==> config.mk <==
export PLATFORM = sky130hd
export DESIGN_NAME = uart_rx_fifo
export DESIGN_NICKNAME = d
export VERILOG_FILES = /design/src/rtl/uart_pkg.sv /design/src/rtl/uart_fifo_mem.sv /design/src/rtl/uart_rx_fifo.sv
export SDC_FILE = /design/constraint.sdc
export NUM_CORES = 1
export LEC_CHECK = 0
export BUFFER_PORTS_ARGS = -buffer_cell sky130_fd_sc_hd__buf_2
export CAP_MARGIN = 20
export CORE_MARGIN = 2
export CORE_UTILIZATION = 45
export DETAILED_ROUTE_END_ITERATION = 10
export GPL_ROUTABILITY_DRIVEN = 0
export GPL_TIMING_DRIVEN = 0
export HOLD_SLACK_MARGIN = 0.15
export PLACE_DENSITY = 0.72
export SYNTH_ARGS = -nofsm -noshare
export SYNTH_HDL_FRONTEND = slang
export SYNTH_SLANG_ARGS = --single-unit
export TNS_END_PERCENT = 10
==> constraint.sdc <==
create_clock -name clk -period 3.1 [get_ports clk]
set_input_delay 0.465 -clock clk [delete_from_list [all_inputs] [get_ports clk]]
set_output_delay 0.465 -clock clk [all_outputs]
set_load 0.01 [all_outputs]
==> src/rtl/uart_pkg.sv <==
// Shared UART definitions: byte width, byte type and the default receive FIFO depth.
package uart_pkg;

   localparam int UART_DATA_W        = 8;
   localparam int UART_RX_FIFO_DEPTH = 16;

   typedef logic [UART_DATA_W-1:0] uart_byte_t;

endpackage : uart_pkg

==> src/rtl/uart_fifo_mem.sv <==
// DEPTH x byte storage for the receive FIFO: synchronous write, combinational read, no reset.
module uart_fifo_mem
   import uart_pkg::*;
#(
   parameter int DEPTH  = UART_RX_FIFO_DEPTH,
   parameter int ADDR_W = $clog2(DEPTH)
) (
   input  logic                   clk,
   input  logic                   we,
   input  logic [ADDR_W-1:0]      waddr,
   input  logic [UART_DATA_W-1:0] wdata,
   input  logic [ADDR_W-1:0]      raddr,
   output logic [UART_DATA_W-1:0] rdata
);

   uart_byte_t mem [DEPTH];

   always_ff @(posedge clk) begin
      if (we) begin
         mem[waddr] <= wdata;
      end
   end

   assign rdata = mem[raddr];

endmodule : uart_fifo_mem

==> src/rtl/uart_rx_fifo.sv <==
// Receive byte buffer: captures ena_rxd strobes into a circular FIFO and presents them
// as a show-ahead valid/ready stream with level, full/empty and sticky overflow status.
module uart_rx_fifo
   import uart_pkg::*;
#(
   parameter int DEPTH  = UART_RX_FIFO_DEPTH,
   parameter int ADDR_W = $clog2(DEPTH)
) (
   input  logic                   clk,
   input  logic                   rst_n,
   input  logic                   ena_rxd,
   input  logic [UART_DATA_W-1:0] data_i,
   input  logic                   flush,
   input  logic                   clr_ovf,
   output logic [UART_DATA_W-1:0] m_data,
   output logic                   m_valid,
   input  logic                   m_ready,
   output logic [ADDR_W:0]        level,
   output logic                   full,
   output logic                   empty,
   output logic                   overflow
);

   localparam logic [ADDR_W:0]   FULL_LVL = (ADDR_W+1)'(DEPTH);
   localparam logic [ADDR_W:0]   LVL_ONE  = (ADDR_W+1)'(1);
   localparam logic [ADDR_W-1:0] PTR_ONE  = ADDR_W'(1);

   logic [ADDR_W-1:0] wr_ptr_q, rd_ptr_q;
   logic [ADDR_W:0]   level_q, level_d;
   logic              full_q, empty_q, ovf_q;
   logic              push, pop, wr_en, ovf_set;

   // Stream handshake: m_valid means m_data holds the oldest stored byte and stays
   // stable until accepted; a byte is consumed on any cycle where m_valid && m_ready.
   assign push = ena_rxd;
   assign pop  = m_valid & m_ready;

   // A full FIFO still accepts a byte when the head leaves in the same cycle.
   assign wr_en   = push & (~full_q | pop) & ~flush;
   assign ovf_set = push & full_q & ~pop & ~flush;

   always_comb begin
      level_d = level_q;
      if (flush) begin
         level_d = '0;
      end else begin
         unique case ({wr_en, pop})
            2'b10:   level_d = level_q + LVL_ONE;
            2'b01:   level_d = level_q - LVL_ONE;
            default: level_d = level_q;
         endcase
      end
   end

   always_ff @(posedge clk or negedge rst_n) begin
      if (!rst_n) begin
         wr_ptr_q <= '0;
         rd_ptr_q <= '0;
         level_q  <= '0;
         full_q   <= 1'b0;
         empty_q  <= 1'b1;
         ovf_q    <= 1'b0;
      end else begin
         if (flush) begin
            wr_ptr_q <= '0;
            rd_ptr_q <= '0;
         end else begin
            if (wr_en) wr_ptr_q <= wr_ptr_q + PTR_ONE;
            if (pop)   rd_ptr_q <= rd_ptr_q + PTR_ONE;
         end
         level_q <= level_d;
         full_q  <= (level_d == FULL_LVL);
         empty_q <= (level_d == '0);
         // A new drop outranks a concurrent clear.
         ovf_q   <= ovf_set | (ovf_q & ~clr_ovf);
      end
   end

   uart_fifo_mem #(
      .DEPTH  (DEPTH),
      .ADDR_W (ADDR_W)
   ) u_mem (
      .clk   (clk),
      .we    (wr_en),
      .waddr (wr_ptr_q),
      .wdata (data_i),
      .raddr (rd_ptr_q),
      .rdata (m_data)
   );

   assign m_valid  = ~empty_q;
   assign level    = level_q;
   assign full     = full_q;
   assign empty    = empty_q;
   assign overflow = ovf_q;

endmodule : uart_rx_fifo

==> results.cfg, run 1 <==
[status]
status = completed

[detailed_routing]
drc_errors = 0
ant_nets = 0
vias = 2885
drtIter0Drc = 233
dr.pass1.iters = 4
drt-total-wl_mm = 11.17
wire_per_inst_um = 20.91
vias_per_cell = 5.403

[synthesis]
synthCells = 296
yosys_register_bits = 144
ys_seq_area_share_pct = 71.10
synth_nets = 318
synth-compound-area-share_pct = 1.446
yosys_warnings = 0
synthSimpleGateAreaFrac_pct = 4.778
avgSynthCellArea_um2 = 20.17
synth_area_mm2 = 0.005971
yosys.area_share.adder_pct = 1.676
yosysUniqueCellTypes = 35
synthXorXnorAreaFrac_pct = 1.467
synth_mux_area_share_pct = 16.79
synth_top_family_by_area = multiplexers

[sta]
fin_crit_sh_pct = 91.49
period_needed_ns = 2.836
skew_ns = 0.004394
hold_viol = 0
max_freq_mhz = 352.6
fin_ws_ns = 0.2637
slew_headroom_pct = 62.09
slew_violations = 0
finalSetupViolCount = 0
worst_pin_slew_ns = 0.5687
final.setup.tns_ns = 0

[floorplan]
fp-row-count = 42
core_mm2 = 0.01309
initial_utilization_pct = 45.63
dieArea_mm2 = 0.01421
die_h_um = 119.2
ioPinCount = 31
die_w_um = 119.2

[layout]
mostFrequentLayoutCell = edfxtp_1
nets = 368
drive_gt1_share_pct = 27.09
mostFrequentLayoutCells = edfxtp_1, buf_2, mux4_2
synthToLayoutAreaGrowth_pct = 16.91
final_core_util_pct = 53.35
diodes = 0

[global_routing]
grt_usage_pct = 17.36
grt_pass1_vias = 2997
antenna_found_initial = 0
grt_pass1_wl_mm = 17.55
overflow = 0
grt_max_degree = 17

[setup_path]
critPathArrivalTime_ns = 2.37
crit_family = multiplexers
crit_path_end_kind = output port
start_kind = register
critPathKind = register to output port
max_stage_delay_ns = 0.60
crit_required_ns = 2.63
crit_chain = buf_6 -> buf_12 -> mux4_1 -> mux4_2 -> buf_2
cp_num_buf_inv = 3
r2r_slack_ns = 0.27
slowest_stage = mux4_1
crit_fanout = 10

[power_and_ir_drop]
p_sw_mw = 1.165
p_seq_share_pct = 44.3
pwr-share-comb_pct = 14.0
leakage_nw = 2.409
internal_power_mw = 3.790
powerDensity_mw_per_mm2 = 709.9
power.total_mw = 4.956
power.share.clock_pct = 41.7
swShare_pct = 23.52
ir_drop_mv = 0.3245

[job]
drv_cap = 0

[clocking]
numCtsBuffers = 17
cts_htree_levels = 4
clkTransAtPathRegs_ns = 0.06
cts_tree = yes
cts_root_buf = clkbuf_16
cts_buffer_depth = 2
insertion_delay_ns = 0.41
cts.sinks = 144

[place]
pre_cts_ws_ns = -0.1742
hpwlAfterDp_mm = 7.017
port_buffers = 29

[worst_hold_path]
holdCritPathClass = input port to register
-- registers in the layout, summed over array words and instances (netlist names) --
register	count
u_mem.mem	128
wr_ptr_q	4
overflow	1
level	5
rd_ptr_q	4
empty	1
full	1
-- per-layer routing --
layer,GRT usage (%),part of all wire (%),up-vias
li1,-,-,1307
met4,5.952,0.70,0
met5,0,0,-
met2,26.80,50,97
met1,23.75,43,1475
met3,5.220,6.8,6
-- Yosys cell counts (all sizes together) --
cell type | n | area share (%)
nor2 | 15 | 0.94
nand3b | 1 | 0.13
mux2i | 3 | 0.50
nor3 | 6 | 0.50
a21oi | 5 | 0.42
a41o | 1 | 0.17
dfrtp | 15 | 6.3
dfstp | 1 | 0.44
or3 | 1 | 0.10
edfxtp | 128 | 64
a22o | 1 | 0.15
inv | 7 | 0.44
and2 | 16 | 1.7
xor2 | 6 | 0.88
nor2b | 4 | 0.42
clkbuf | 4 | 0.25
nor4b | 1 | 0.15
mux4 | 40 | 16
xnor2 | 4 | 0.59
o221ai | 1 | 0.15
o32ai | 1 | 0.15
o21ai | 2 | 0.17
a31oi | 1 | 0.10
buf | 12 | 2.1
nand4 | 1 | 0.10
a211o | 1 | 0.15
nand2b | 1 | 0.10
nand3 | 4 | 0.34
nand2 | 5 | 0.31
ha | 8 | 1.7
-- final cells by class --
class,instances,area (um2)
timing repair buffer,32,170.2
inverter,7,26.28
sequential,144,4245
multi-input combinational,129,1577
clock inverter,14,182.7
clock buffer,17,425.4
buffer,15,133.9
tap,176,220.2
fill,998,6105
-- power by group through the flow --
| stage | Sequential (mW) | Combinational (mW) | Clock, mW |
|---|---|---|---|
| 5_1_grt | 2.20 | 0.752 | 2.18 |
| 4_1_cts | 2.19 | 0.689 | 2.10 |
| 2_1_floorplan | 2.24 | 0.482 | 0 |
| 3_5_place_dp | 2.23 | 0.684 | 0 |
| 6_report | 2.20 | 0.692 | 2.07 |
| 3_3_place_gp | 2.23 | 0.670 | 0 |
-- stage by stage --
| stage | std cells | hold WS (ns) | instance area [um2] |
|---|---|---|---|
| 2_1_floorplan | 296 | 0.1694 | 5971 |
| 3_5_place_dp | 501 | 0.3966 | 6336 |
| 3_3_place_gp | 501 | 0.3942 | 6336 |
| 5_1_grt | 534 | 0.2344 | 6980 |
| 6_report | 534 | 0.2458 | 6980 |
| 4_1_cts | 532 | 0.2351 | 6950 |
-- final timing paths --
kind,from,to,depth (start not counted)
max in group asynchronous,rst_n,empty$_DFF_PN1_,2
hold reg to reg,overflow$_DFF_PN0_,overflow$_DFF_PN0_,2
hold / removal,clr_ovf,overflow$_DFF_PN0_,2
min in group asynchronous,rst_n,level[1]$_DFF_PN0_,2
setup / recovery,rd_ptr_q[0]$_DFFE_PN0P_,m_data[1],5
setup reg to reg,empty$_DFF_PN1_,full$_DFF_PN0_,12
-- logic make-up (layout without fill, tap and decap cells) --
family	after synthesis	count (layout)
muxes	43	43
and+or+nand+nor	55	55
adders and majority gates	8	8
AOI/OAI and AO/OA	13	13
xor gates and xnor gates	10	10
DFF	144	144
buffers and inverters	23	85
-- worst reg2reg max path, cell delays in order, from the launching register on --
cell	delay, ns
dfstp_2	0.37
nor2b_1	0.10
buf_2	0.22
nand2b_2	0.21
nand3b_1	0.19
ha_4	0.25
xor2_1	0.16
ha_1	0.21
a21oi_1	0.16
mux2i_1	0.24
xor2_1	0.26
nand2_1	0.09
nor4b_1	0.27
-- timing repair --
action                                 in CTS  in global routing
setup buffers                               0                  2
setup endpoints to repair                   1                  2
hold buffers                                1                  0
pin swaps                                   0                  1
resized for setup                           0                  3
endpoints found under the hold margin      15                  0
Power figures use the tool's default switching activity.
==> run 2, diff against run 1 <==
==> constraint.sdc (replaced) <==
create_clock -name clk -period 3.1 [get_ports clk]
set_input_delay 0.155 -clock clk [delete_from_list [all_inputs] [get_ports clk]]
set_output_delay 0.155 -clock clk [all_outputs]
set_load 0.01 [all_outputs]
==> run 2 against run 1 <==
Effect of this change:
- cell count increased by 2.4%
- sequential cell count unchanged
- worst setup slack gained 0.0079 ns
- via count is 1.2% higher
- non-clock buffer count increased by 13
- core utilization up 0.99 points
- die area stayed put
- global-route usage increased by 0.065 points
- critical path depth grew 7
- largest power group unchanged
==> results.cfg, run 2 (synthesized netlist as in run 1, its figures left out) <==
[sta]
fin_ws_ns = 0.2716
hold_viol = 0
max_freq_mhz = 353.6
period_needed_ns = 2.828
skew_ns = 0.006168
slew_violations = 0
final.setup.tns_ns = 0
finalSetupViolCount = 0
worst_pin_slew_ns = 0.5648
fin_crit_sh_pct = 91.24
slew_headroom_pct = 62.35

[layout]
diodes = 0
final_area_mm2 = 0.007111
mostFrequentLayoutCells = edfxtp_1, buf_2, mux4_2
drive_gt1_share_pct = 26.15
regMostFlops = u_mem.mem
final_core_util_pct = 54.34
mostFrequentLayoutCell = edfxtp_1
synthToLayoutAreaGrowth_pct = 19.09
fillers = 990
nets = 381
largest_reg_flops = 128

[job]
drv_cap = 0

[clocking]
cts_buffer_depth = 2
clkTransAtPathRegs_ns = 0.06
insertion_delay_ns = 0.42
cts_htree_levels = 4
cts.sinks = 144
cts_root_buf = clkbuf_16
cts_tree = yes
numCtsBuffers = 17

[setup_path]
critPathLaunch = empty$_DFF_PN1_
ff2ff_path_depth = 12
crit_path_end_kind = register
crit_family = simple AND/OR/NAND/NOR gates
worst-path-stages = 12
crit_required_ns = 3.42
crit_fanout = 8
critPathKind = register to register
crit_end = full$_DFF_PN0_
slowest_stage = dfstp_2
cp_num_buf_inv = 1
regToRegEndpoint = full$_DFF_PN0_
critPathArrivalTime_ns = 3.15
max_stage_delay_ns = 0.37
crit-reg2reg-launch = empty$_DFF_PN1_
crit_chain = nor2b_1 -> buf_2 -> nand2b_2 -> nand3b_1 -> ha_4 -> xor2_1 -> ha_1 -> a21oi_1 -> mux2i_1 -> xor2_1 -> nand2_1 -> nor4b_1
start_kind = register
r2r_slack_ns = 0.27
cp_common_cell = xor2_1

[floorplan]
core_mm2 = 0.01309
ioPinCount = 31
die_h_um = 119.2
initial_utilization_pct = 45.63
dieArea_mm2 = 0.01421
fp-row-count = 42
die_w_um = 119.2

[detailed_routing]
ant_nets = 0
drc_errors = 0
wire_per_inst_um = 20.60
drtIter0Drc = 226
vias = 2919
vias_per_cell = 5.336
drt-total-wl_mm = 11.27
dr.pass1.iters = 4

[power_and_ir_drop]
ir_drop_mv = 0.3268
powerDensity_mw_per_mm2 = 699.0
leakage_nw = 2.469

[place]
port_buffers = 29
pre_cts_ws_ns = 0.002941
hpwlAfterDp_mm = 7.017
place_area_mm2 = 0.006336

[worst_hold_path]
holdCritPathClass = input port to async pin

[global_routing]
grt_pass1_vias = 3036
grt_usage_pct = 17.42
grt_max_degree = 17
antenna_found_initial = 0
overflow = 0
grt_pass1_wl_mm = 17.62

[status]
status = completed
==> run 2: cell type report <==
cell class              count  area (um2)  area share [%]
flip-flops and latches    144        4245           59.70
multi-input cells         129        1577           22.17
clock buffers              17       425.4           5.983
repair buffers             45       300.3           4.223
well taps                 176       220.2           3.097
clock inverters            14       182.7           2.569
plain buffers              15       133.9           1.883
inverters                   7       26.28          0.3695
==> run 2: what timing repair did <==
action / in CTS / in global routing
resized for setup: 0 / 3
buffers inserted: 0 / 2
hold buffers: 14 / 0
hold endpoints to repair: 149 / 0
pin swaps: 0 / 1
setup endpoints to repair: 1 / 2
==> run 2: routing by layer <==
layer  GRT usage [%]  wire length (um)  vias up
met4           5.952               104        0
met1           23.80              4798     1491
met2           27.05              5616       89
met3           5.125               751        9
li1                -                 -     1330
met5               0                 0        -
==> run 2: worst min-delay path by stage <==
stage,end,slack (ns),startpoint,cells past startpoint
after floorplan,full$_DFF_PN0_,-0.14,rst_n,0
after global placement,level[0]$_DFF_PN0_,0.08,rst_n,1
after detailed placement,rd_ptr_q[2]$_DFFE_PN0P_,0.09,rst_n,1
after CTS,rd_ptr_q[1]$_DFFE_PN0P_,0.18,rst_n,2
after global routing,rd_ptr_q[3]$_DFFE_PN0P_,0.21,rst_n,2
final,level[1]$_DFF_PN0_,0.17,rst_n,2
==> run 2: report_power, final <==
| part | internal (mW) | switching [mW] |
|---|---|---|
| Sequential | 2.16 | 0.0334 |
| Combinational | 0.364 | 0.342 |
| Clock | 1.28 | 0.793 |
==> run 2: through the flow <==
stage	std cells	power (mW)	hold slack [ns]
6_report	547	4.970	0.1748
5_1_grt	547	5.152	0.2103
3_3_place_gp	501	2.902	0.08418
2_1_floorplan	296	2.723	-0.1406
3_5_place_dp	501	2.918	0.08658
4_1_cts	545	4.997	0.1765
==> run 3, diff against run 2 <==
--- a/config.mk
+++ b/config.mk
@@ -10,4 +10,5 @@
 export CORE_MARGIN = 2
 export CORE_UTILIZATION = 45
+export CTS_CLUSTER_DIAMETER = 150
 export DETAILED_ROUTE_END_ITERATION = 10
 export GPL_ROUTABILITY_DRIVEN = 0
==> constraint.sdc (replaced) <==
create_clock -name clk -period 3.1 [get_ports clk]
set_input_delay 0.31 -clock clk [delete_from_list [all_inputs] [get_ports clk]]
set_output_delay 0.31 -clock clk [all_outputs]
set_load 0.01 [all_outputs]
==> run 3 against run 2 <==
Effect of this change:
- wire length is 0.37% lower
- worst hold slack gained 0.023 ns
- first-iteration DRC count is 3.5% lower
- sequential cell count stayed put
- sequential share of layout area up 1.0 points
- via count fell by 0.69%
- cell count fell by 2.2%
- design area down 1.7%
==> results.cfg, run 3 (synthesized netlist as in run 1, its figures left out) <==
[sta]
worst_pin_slew_ns = 0.5744
skew_ns = 0.006920
slew_headroom_pct = 61.71
finalSetupViolCount = 0
fin_crit_sh_pct = 91.39
period_needed_ns = 2.833
max_freq_mhz = 353.0
hold_viol = 0
slew_violations = 0

[detailed_routing]
drc_errors = 0
wl_met2_mm = 5.507
vias = 2899
drt-total-wl_mm = 11.23
dr.pass1.iters = 4
drtIter0Drc = 218
vias_per_cell = 5.419
met3WireLength_um = 733
wl_met1_mm = 4.876
top_layer = met4
ant_nets = 0
wire_per_inst_um = 20.99

[floorplan]
fp-row-count = 42
ioPinCount = 31
core_mm2 = 0.01309
initial_utilization_pct = 45.63
die_w_um = 119.2
dieArea_mm2 = 0.01421
die_h_um = 119.2

[place]
dp_cells = 501
hpwlAfterDp_mm = 7.017
place_area_mm2 = 0.006336
port_buffers = 29

[setup_path]
slowest_stage = dfstp_2
r2r_slack_ns = 0.27
critPathLaunch = empty$_DFF_PN1_
cp_num_buf_inv = 1
regToRegEndpoint = full$_DFF_PN0_
crit_chain = nor2b_1 -> buf_2 -> nand2b_2 -> nand3b_1 -> ha_4 -> xor2_1 -> ha_1 -> a21oi_1 -> mux2i_1 -> xor2_1 -> nand2_1 -> nor4b_1
crit_fanout = 8
crit_path_end_kind = register
critPathKind = register to register
crit-reg2reg-launch = empty$_DFF_PN1_
critPathArrivalTime_ns = 3.15
cp_common_cell = xor2_1
ff2ff_path_depth = 12
crit_required_ns = 3.42
crit_family = simple AND/OR/NAND/NOR gates
start_kind = register
max_stage_delay_ns = 0.37

[layout]
mostFrequentLayoutCell = edfxtp_1
nets = 369
largest_reg_flops = 128
diodes = 0
mostFrequentLayoutCells = edfxtp_1, buf_2, mux4_2
final_cells = 535
final_area_mm2 = 0.006990
regMostFlops = u_mem.mem
drive_gt1_share_pct = 27.02
synthToLayoutAreaGrowth_pct = 17.08

[power_and_ir_drop]
powerDensity_mw_per_mm2 = 709.6
leakage_nw = 2.414
power.total_mw = 4.960
ir_drop_mv = 0.3265

[clocking]
cts_htree_levels = 4
cts_buffer_depth = 2
cts_root_buf = clkbuf_16
numCtsBuffers = 17
cts_tree = yes
insertion_delay_ns = 0.42
cts.sinks = 144
clkTransAtPathRegs_ns = 0.06

[worst_hold_path]
min_path_cells = 3
hold_path_end = wr_ptr_q[1]$_DFFE_PN0P_
hold_start = ena_rxd
holdCritPathClass = input port to register

[global_routing]
grt_max_degree = 17
antenna_found_initial = 0
grt_pass1_vias = 2997
grt_usage_pct = 17.36
grt_pass1_wl_mm = 17.55
overflow = 0

[status]
status = completed

[job]
drv_cap = 0
run 3: area by class of cell:
type	count	area [um2]
fillers	997	6095
flip-flops and latches	144	4245
multi-input cells	129	1577
clock buffers	17	425.4
well taps	176	220.2
clock inverters	14	182.7
repair buffers	33	180.2
plain buffers	15	133.9
inverters	7	26.28
run 3: tightest hold or removal path: stages:
cell and delay [ns]:
buf_2 0.13, nand3_1 0.08, a21oi_1 0.05
run 3: what timing repair did:
item,4_1_cts,5_1_grt
resized for setup,0,3
setup endpoints to repair,1,2
pin swaps,0,1
hold endpoints to repair,17,0
setup buffers,0,2
hold buffers,2,0
run 3: worst max path at each step:
stage,to,slack [ns],cells past startpoint
finish,full$_DFF_PN0_,0.27,12
global route,full$_DFF_PN0_,-0.008,12
global placement,full$_DFF_PN0_,0.02,14
floorplan,full$_DFF_PN0_,0.30,13
CTS,full$_DFF_PN0_,0.05,12
detailed placement,full$_DFF_PN0_,-0.02,14
run 3: routing by layer:
layer / vias to the layer above / GRT usage (%)
li1: 1309 / -
met1: 1486 / 23.75
met2: 95 / 26.80
met3: 9 / 5.220
met4: 0 / 5.952
met5: - / 0
run 3: power breakdown:
| group | leakage [nW] | internal [mW] | switching (mW) |
|---|---|---|---|
| sequential | 1.37 | 2.16 | 0.0334 |
| clock | 0.287 | 1.28 | 0.796 |
| combinational | 0.757 | 0.354 | 0.340 |
| total | 2.41 | 3.79 | 1.17 |
run 3: through the flow:
step	setup WS (ns)	hold slack [ns]	setup TNS, ns	util, %
5_1_grt	-0.007674	0.2040	-0.007674	53.42
3_3_place_gp	0.02224	0.2392	0	48.42
4_1_cts	0.05333	0.1844	0	53.19
2_1_floorplan	0.2964	0.01441	0	-
6_report	0.2670	0.1977	0	53.42
3_5_place_dp	-0.01918	0.2416	-0.01918	48.42
